## config.mk

```make
export PLATFORM = sky130hd
export DESIGN_NAME = fifo
export DESIGN_NICKNAME = d
export VERILOG_FILES = /design/src/rtl/fifo_pkg.sv /design/src/rtl/fifo_ram.sv /design/src/rtl/fifo.sv
export SDC_FILE = /design/constraint.sdc
export NUM_CORES = 1
export LEC_CHECK = 0
export BUFFER_PORTS_ARGS = -buffer_cell sky130_fd_sc_hd__buf_2
export CORE_ASPECT_RATIO = 0.5
export CORE_MARGIN = 2
export CORE_UTILIZATION = 66
export DETAILED_ROUTE_END_ITERATION = 16
export HOLD_SLACK_MARGIN = 0.08
export PLACE_DENSITY = 0.94
export SYNTH_ARGS = -nofsm -noshare
export SYNTH_HDL_FRONTEND = slang
export SYNTH_HIERARCHICAL = 1
export SYNTH_SLANG_ARGS = --single-unit
```

## constraint.sdc

```tcl
create_clock -name clk -period 4.6 [get_ports clk]
set_input_delay 0.69 -clock clk [delete_from_list [all_inputs] [get_ports clk]]
set_output_delay 0.69 -clock clk [all_outputs]
set_load 0.02 [all_outputs]
```

## src/rtl/fifo_pkg.sv

```systemverilog
// ---------------------------------------------------------------------------
// fifo_pkg
//
// Shared types for the show-ahead FIFO.
//
//   fifo_op_e     : what a clock edge does to the queue once the raw wr/rd
//                   requests have been qualified against full/empty.
//   fifo_flags_t  : the four occupancy flags, bundled so the decode lives in
//                   one place and can be probed as a single vector.
//   fifo_decode_op: packs qualified push/pop strobes into a fifo_op_e.
// ---------------------------------------------------------------------------
package fifo_pkg;

  typedef enum logic [1:0] {
    OP_IDLE = 2'b00,
    OP_POP  = 2'b01,
    OP_PUSH = 2'b10,
    OP_BOTH = 2'b11
  } fifo_op_e;

  typedef struct packed {
    logic full;
    logic almost_full;
    logic almost_empty;
    logic empty;
  } fifo_flags_t;

  // push/pop must already be qualified (push only when there is room or a
  // pop frees a slot, pop only when not empty).
  function automatic fifo_op_e fifo_decode_op(input logic push, input logic pop);
    return fifo_op_e'({push, pop});
  endfunction

endpackage

```

## src/rtl/fifo_ram.sv

```systemverilog
// ---------------------------------------------------------------------------
// fifo_ram
//
// DEPTH x DBITS storage for the FIFO. One synchronous write port and one
// asynchronous (combinational) read port, so the head entry addressed by the
// registered read pointer is visible in the same cycle.
//
// Ports:
//   clk   : write clock (rising edge)
//   we    : write enable
//   waddr : write address (ABITS)
//   wdata : write data (DBITS)
//   raddr : read address (ABITS)
//   rdata : read data (DBITS), combinational from raddr
//
// Contents are intentionally not reset; the FIFO only ever exposes entries
// that were written since the last reset.
// ---------------------------------------------------------------------------
module fifo_ram
  import fifo_pkg::*;
#(
  parameter int DBITS = 8,
  parameter int ABITS = 5
) (
  input  logic             clk,
  input  logic             we,
  input  logic [ABITS-1:0] waddr,
  input  logic [DBITS-1:0] wdata,
  input  logic [ABITS-1:0] raddr,
  output logic [DBITS-1:0] rdata
);

  localparam int DEPTH = 1 << ABITS;

  logic [DBITS-1:0] mem [DEPTH];

  always_ff @(posedge clk) begin
    if (we) begin
      mem[waddr] <= wdata;
    end
  end

  assign rdata = mem[raddr];

endmodule

```

## src/rtl/fifo.sv

```systemverilog
// ---------------------------------------------------------------------------
// fifo
//
// Single-clock show-ahead FIFO. The head entry is always presented on dout,
// so a consumer can use it and pop it in the same cycle. Used in the VGA read
// path to remember the SDRAM address of each outstanding read request.
//
// Parameters:
//   DBITS    : data width
//   ABITS    : pointer width, depth = 2**ABITS
//   AE_LEVEL : almost_empty when occupancy <= AE_LEVEL
//   AF_LEVEL : almost_full  when occupancy >= AF_LEVEL
//
// Ports:
//   clk          : clock, rising edge
//   reset        : asynchronous, active-low; discards all queued entries
//   wr           : push din at the rising edge
//   rd           : pop the head entry at the rising edge
//   din          : write data
//   dout         : head entry (meaningless while empty)
//   full         : occupancy == DEPTH
//   empty        : occupancy == 0
//   almost_full  : occupancy >= AF_LEVEL
//   almost_empty : occupancy <= AE_LEVEL
//
// Handshake: a push is taken when wr is high and the FIFO is not full, or is
// full but rd pops in the same cycle. A pop is taken when rd is high and the
// FIFO is not empty; a rd on an empty FIFO is ignored even if wr is high.
// Dropped requests change no state.
// ---------------------------------------------------------------------------
module fifo
  import fifo_pkg::*;
#(
  parameter int DBITS    = 8,
  parameter int ABITS    = 5,
  parameter int AE_LEVEL = 1,
  parameter int AF_LEVEL = (1 << ABITS) - 1
) (
  input  logic             clk,
  input  logic             reset,
  input  logic             wr,
  input  logic             rd,
  input  logic [DBITS-1:0] din,
  output logic [DBITS-1:0] dout,
  output logic             full,
  output logic             empty,
  output logic             almost_full,
  output logic             almost_empty
);

  localparam int DEPTH = 1 << ABITS;

  localparam logic [ABITS:0] DEPTH_CNT = (ABITS+1)'(DEPTH);
  localparam logic [ABITS:0] AE_CNT    = (ABITS+1)'(AE_LEVEL);
  localparam logic [ABITS:0] AF_CNT    = (ABITS+1)'(AF_LEVEL);

  logic [ABITS-1:0] wp;
  logic [ABITS-1:0] rp;
  logic [ABITS:0]   count;

  logic        push;
  logic        pop;
  fifo_op_e    op;
  fifo_flags_t flags;

  // -------------------------------------------------------------------------
  // Flags: pure decodes of the registered count, so they only move after a
  // clock edge or reset and never follow wr/rd combinationally.
  // -------------------------------------------------------------------------
  always_comb begin
    flags              = '0;
    flags.empty        = (count == '0);
    flags.full         = (count == DEPTH_CNT);
    flags.almost_empty = (count <= AE_CNT);
    flags.almost_full  = (count >= AF_CNT);
  end

  assign empty        = flags.empty;
  assign full         = flags.full;
  assign almost_empty = flags.almost_empty;
  assign almost_full  = flags.almost_full;

  // -------------------------------------------------------------------------
  // Request qualification. When full, a simultaneous pop frees the slot the
  // write pointer is sitting on (wp == rp), so the push can go ahead: the
  // popped word is read combinationally this cycle and overwritten at the
  // edge. When empty, the pop is ignored and only the push happens.
  // -------------------------------------------------------------------------
  assign pop  = rd && !flags.empty;
  assign push = wr && (!flags.full || pop);
  assign op   = fifo_decode_op(push, pop);

  // -------------------------------------------------------------------------
  // Pointers and occupancy. Full vs. empty is told apart by count, since the
  // pointers are equal in both cases.
  // -------------------------------------------------------------------------
  always_ff @(posedge clk or negedge reset) begin
    if (!reset) begin
      wp    <= '0;
      rp    <= '0;
      count <= '0;
    end else begin
      if (push) begin
        wp <= wp + 1'b1;
      end
      if (pop) begin
        rp <= rp + 1'b1;
      end
      case (op)
        OP_PUSH: count <= count + 1'b1;
        OP_POP:  count <= count - 1'b1;
        default: count <= count;
      endcase
    end
  end

  // -------------------------------------------------------------------------
  // Storage
  // -------------------------------------------------------------------------
  fifo_ram #(
    .DBITS (DBITS),
    .ABITS (ABITS)
  ) u_ram (
    .clk   (clk),
    .we    (push),
    .waddr (wp),
    .wdata (din),
    .raddr (rp),
    .rdata (dout)
  );

  // Occupancy can never exceed the depth.
  count_in_range_a: assert property (@(posedge clk) disable iff (!reset)
    count <= DEPTH_CNT);

endmodule

```

==> reports/qor.yml <==
final_layout:
  layout-drive-gt1-share_pct: 29.17
  nNetsFinal: 546
  areaGrowthSynthToFinish_pct: 9.852
  n_antenna_cell: 0
synth:
  ys_types: 43
  synth-seq-cells: 272
  postSynthAreaPerCell_um2: 21.78
  syn_area_um2: 10850
  yosys.area_share.simple_pct: 3.357
  synth-xor-area-share_pct: 0.9691
  syn_nets: 516
  synth_compound_area_share_pct: 1.257
  yosysSeqAreaShare_pct: 74.57
  synthCells: 498
  synthMuxAreaShare_pct: 17.84
  yosysWarnings: 6
  synth_top_family_by_area: "multiplexers"
  synthAdderAreaFrac_pct: 0.6922
hold_path:
  min_path_type: "primary input to asynchronous set/reset pin"
critical_path:
  start_kind: "flop"
  arrival_ns: 3.25
  crit_path_end_kind: "output pin"
  worst-path-max-fanout: 50
  critical_path_required_ns: 3.91
  worst-setup-path-type: "flop to output pin"
grt:
  grt_max_degree: 51
  antenna_found_initial: 0
  grt_pass1_vias: 5562
  grt.overflow.total: 0
  grt_pass1_wl_mm: 37.78
  gr-usage-met1_pct: 43.87
  use_met2_pct: 50.37
  met3_usage_pct: 7.250
  grtUsageTotal_pct: 31.28
  busiest_layer: "met2"
routing:
  drc: 0
  drt-vias-per-instance: 7.254
  routed-via-count: 5600
  wl_per_cell_um: 33.16
  drtIter0Drc: 840
  dr.pass1.iters: 5
  wl_mm: 25.60
  ant_nets: 0
pwr:
  p_total_w: 0.007410
  p_leak_nw: 3.787
  max-vdd-ir-drop_mv: 0.4126
  p_per_area_nw_per_um2: 622.0
sta:
  period_needed_ns: 3.938
  worstMarginPinSlew_ns: 1.140
  setup_tns_ns: 0
  maxSlewViolCount: 0
  slew_headroom_pct: 24.02
  rsz0062_at_grt: "no"
  skew_ns: 0.01605
  fin_crit_sh_pct: 85.62
  max_clock_freq_mhz: 253.9
  setup_violations: 0
  hold_violations: 0
placement:
  portBuffers: 23
  hpwl_mm: 14.75
  place.gp.congestion: 0.8130
die:
  die_h_um: 94.65
  die_width_um: 185.3
  pin_count: 24
  rows: 33
  dieArea_um2: 17540
  core_um2: 16230
  start_util_pct: 66.84
clock_tree:
  cts-root-buf: "clkbuf_16"
  cts.sinks: 272
  clockBufferDepth: 3
  cts_tree: "yes"
  cts_htree_levels: 1
  post_cts_buffers: 0
  cts_resized: 0
  clkSlewWorstSetupHoldPaths_ns: 0.07
  hold_buffers: 0
  clock_latency_ns: 0.53
  cts_buffers: 23
status:
  status: "finished, final reports clean"
run:
  maxCapViolCount: 0
-- state kept, by name (all words and copies together) (netlist names) --
signal and cells:
count 6, u_ram/mem 256, rp 5, wp 5
-- area by class of cell --
class / count / area [um2]
clock inverter: 13 / 93.84
sequential: 272 / 8093
clock buffer: 29 / 628.1
timing repair buffer: 28 / 177.7
multi-input combinational: 197 / 2615
fill: 824 / 4313
tap: 227 / 284.0
inverter: 6 / 22.52
-- logic make-up (layout without fill, tap and decap cells) --
| family | Yosys count | count (layout) |
|---|---|---|
| compound gates | 19 | 19 |
| mux | 92 | 92 |
| fa+ha+maj | 6 | 6 |
| xor+xnor | 12 | 12 |
| buf+inv | 29 | 76 |
| flops | 272 | 272 |
| simple gates | 68 | 68 |
-- critical path: stages, from the launching register on --
cell and delay, ns:
dfrtp_4 0.66, buf_12 0.39, mux4_2 0.61, mux4_2 0.54
mux2_2 0.30, buf_2 0.16
-- Yosys cell counts, drive strengths merged --
| cell | n | area, um2 |
|---|---|---|
| or3 | 2 | 12.51 |
| clkbuf | 7 | 26.28 |
| mux2 | 10 | 112.6 |
| and2 | 1 | 6.260 |
| o21bai | 1 | 7.510 |
| o31a | 1 | 8.760 |
| a22o | 1 | 8.760 |
| nand4 | 5 | 31.28 |
| a21boi | 1 | 7.510 |
| dfrtp | 16 | 400.4 |
| mux2i | 2 | 20.02 |
| nor4b | 2 | 32.53 |
| edfxtp | 256 | 7687 |
| a221o | 1 | 10.01 |
| xor2 | 3 | 26.28 |
| and4b | 1 | 10.01 |
| xnor2 | 9 | 78.83 |
| o211ai | 1 | 7.510 |
| nor4 | 1 | 12.51 |
| a31oi | 4 | 31.28 |
| nand2 | 6 | 22.52 |
| nand2b | 2 | 12.51 |
| o21a | 1 | 7.510 |
| buf | 16 | 93.83 |
| nand3 | 3 | 15.01 |
| mux4 | 80 | 1802 |
| ha | 6 | 75.07 |
| a21oi | 3 | 15.01 |
| a211oi | 1 | 7.510 |
| nor2 | 35 | 131.4 |
| nand3b | 6 | 45.04 |
| a41o | 1 | 10.01 |
| and3 | 1 | 6.260 |
| or3b | 3 | 26.28 |
| inv | 6 | 22.52 |
| o21ai | 3 | 15.01 |
-- layer usage --
layer	wire length, um	up-vias
met3	2911	96
met5	0	-
li1	-	2137
met4	1114	0
met1	9376	2886
met2	12190	481
-- through the flow --
step / instance area, um2 / cells / hold slack [ns] / setup WS (ns) / util [%]
final: 11910 / 772 / 0.07040 / 0.6616 / 73.42
after global routing: 11910 / 772 / 0.09951 / 0.5318 / 73.42
after CTS: 11910 / 772 / 0.08660 / 0.6259 / 73.42
after detailed placement: 11190 / 730 / 0.5844 / 1.195 / 68.97
after global placement: 11190 / 730 / 0.5655 / 1.228 / 68.97
after floorplan: 10850 / 498 / 0.3944 / 1.764 / -
-- path summary, 6_finish.rpt --
| check | start | end | slack [ns] | cells past startpoint |
|---|---|---|---|---|
| min in group clk | wr | count[1]$_DFFE_PN0P_ | 0.60 | 3 |
| hold / removal | reset | count[2]$_DFFE_PN0P_ | 0.07 | 1 |
| max in group asynchronous | reset | rp[0]$_DFFE_PN0P_ | 4.23 | 1 |
| setup / recovery | rp[0]$_DFFE_PN0P_ | dout[5] | 0.66 | 5 |
| setup reg to reg | count[1]$_DFFE_PN0P_ | u_ram/mem[8][0]$_DFFE_PP_ | 1.24 | 6 |
| hold reg to reg | count[0]$_DFFE_PN0P_ | count[0]$_DFFE_PN0P_ | 0.61 | 1 |
-- cells in the final DEF, fill, tap and decap left out, types with 2 or more instances in the layout --
master / n
xnor2_1: 9
or3b_2: 3
clkinv_1: 5
clkinv_2: 4
buf_12: 2
nand3b_1: 6
buf_4: 3
inv_1: 6
xor2_1: 3
or3_1: 2
dfrtp_1: 14
mux4_2: 80
nand2b_1: 2
mux2_2: 9
clkbuf_8: 3
nor2_1: 35
mux2i_1: 2
clkbuf_16: 23
clkbuf_1: 3
nand2_1: 6
nand4_1: 5
a21oi_1: 3
ha_1: 6
nand3_1: 3
o21ai_0: 2
edfxtp_1: 256
buf_2: 23
a31oi_1: 3
-- where the power goes --
| group | internal (W) | leakage [nW] | switching, W |
|---|---|---|---|
| clock network | 0.00103 | 0.355 | 0.000884 |
| logic | 0.00107 | 0.939 | 0.00115 |
| registers | 0.00294 | 2.49 | 0.000335 |
| total | 0.00504 | 3.79 | 0.00237 |
No activity file was read; power rests on OpenSTA's default activity.
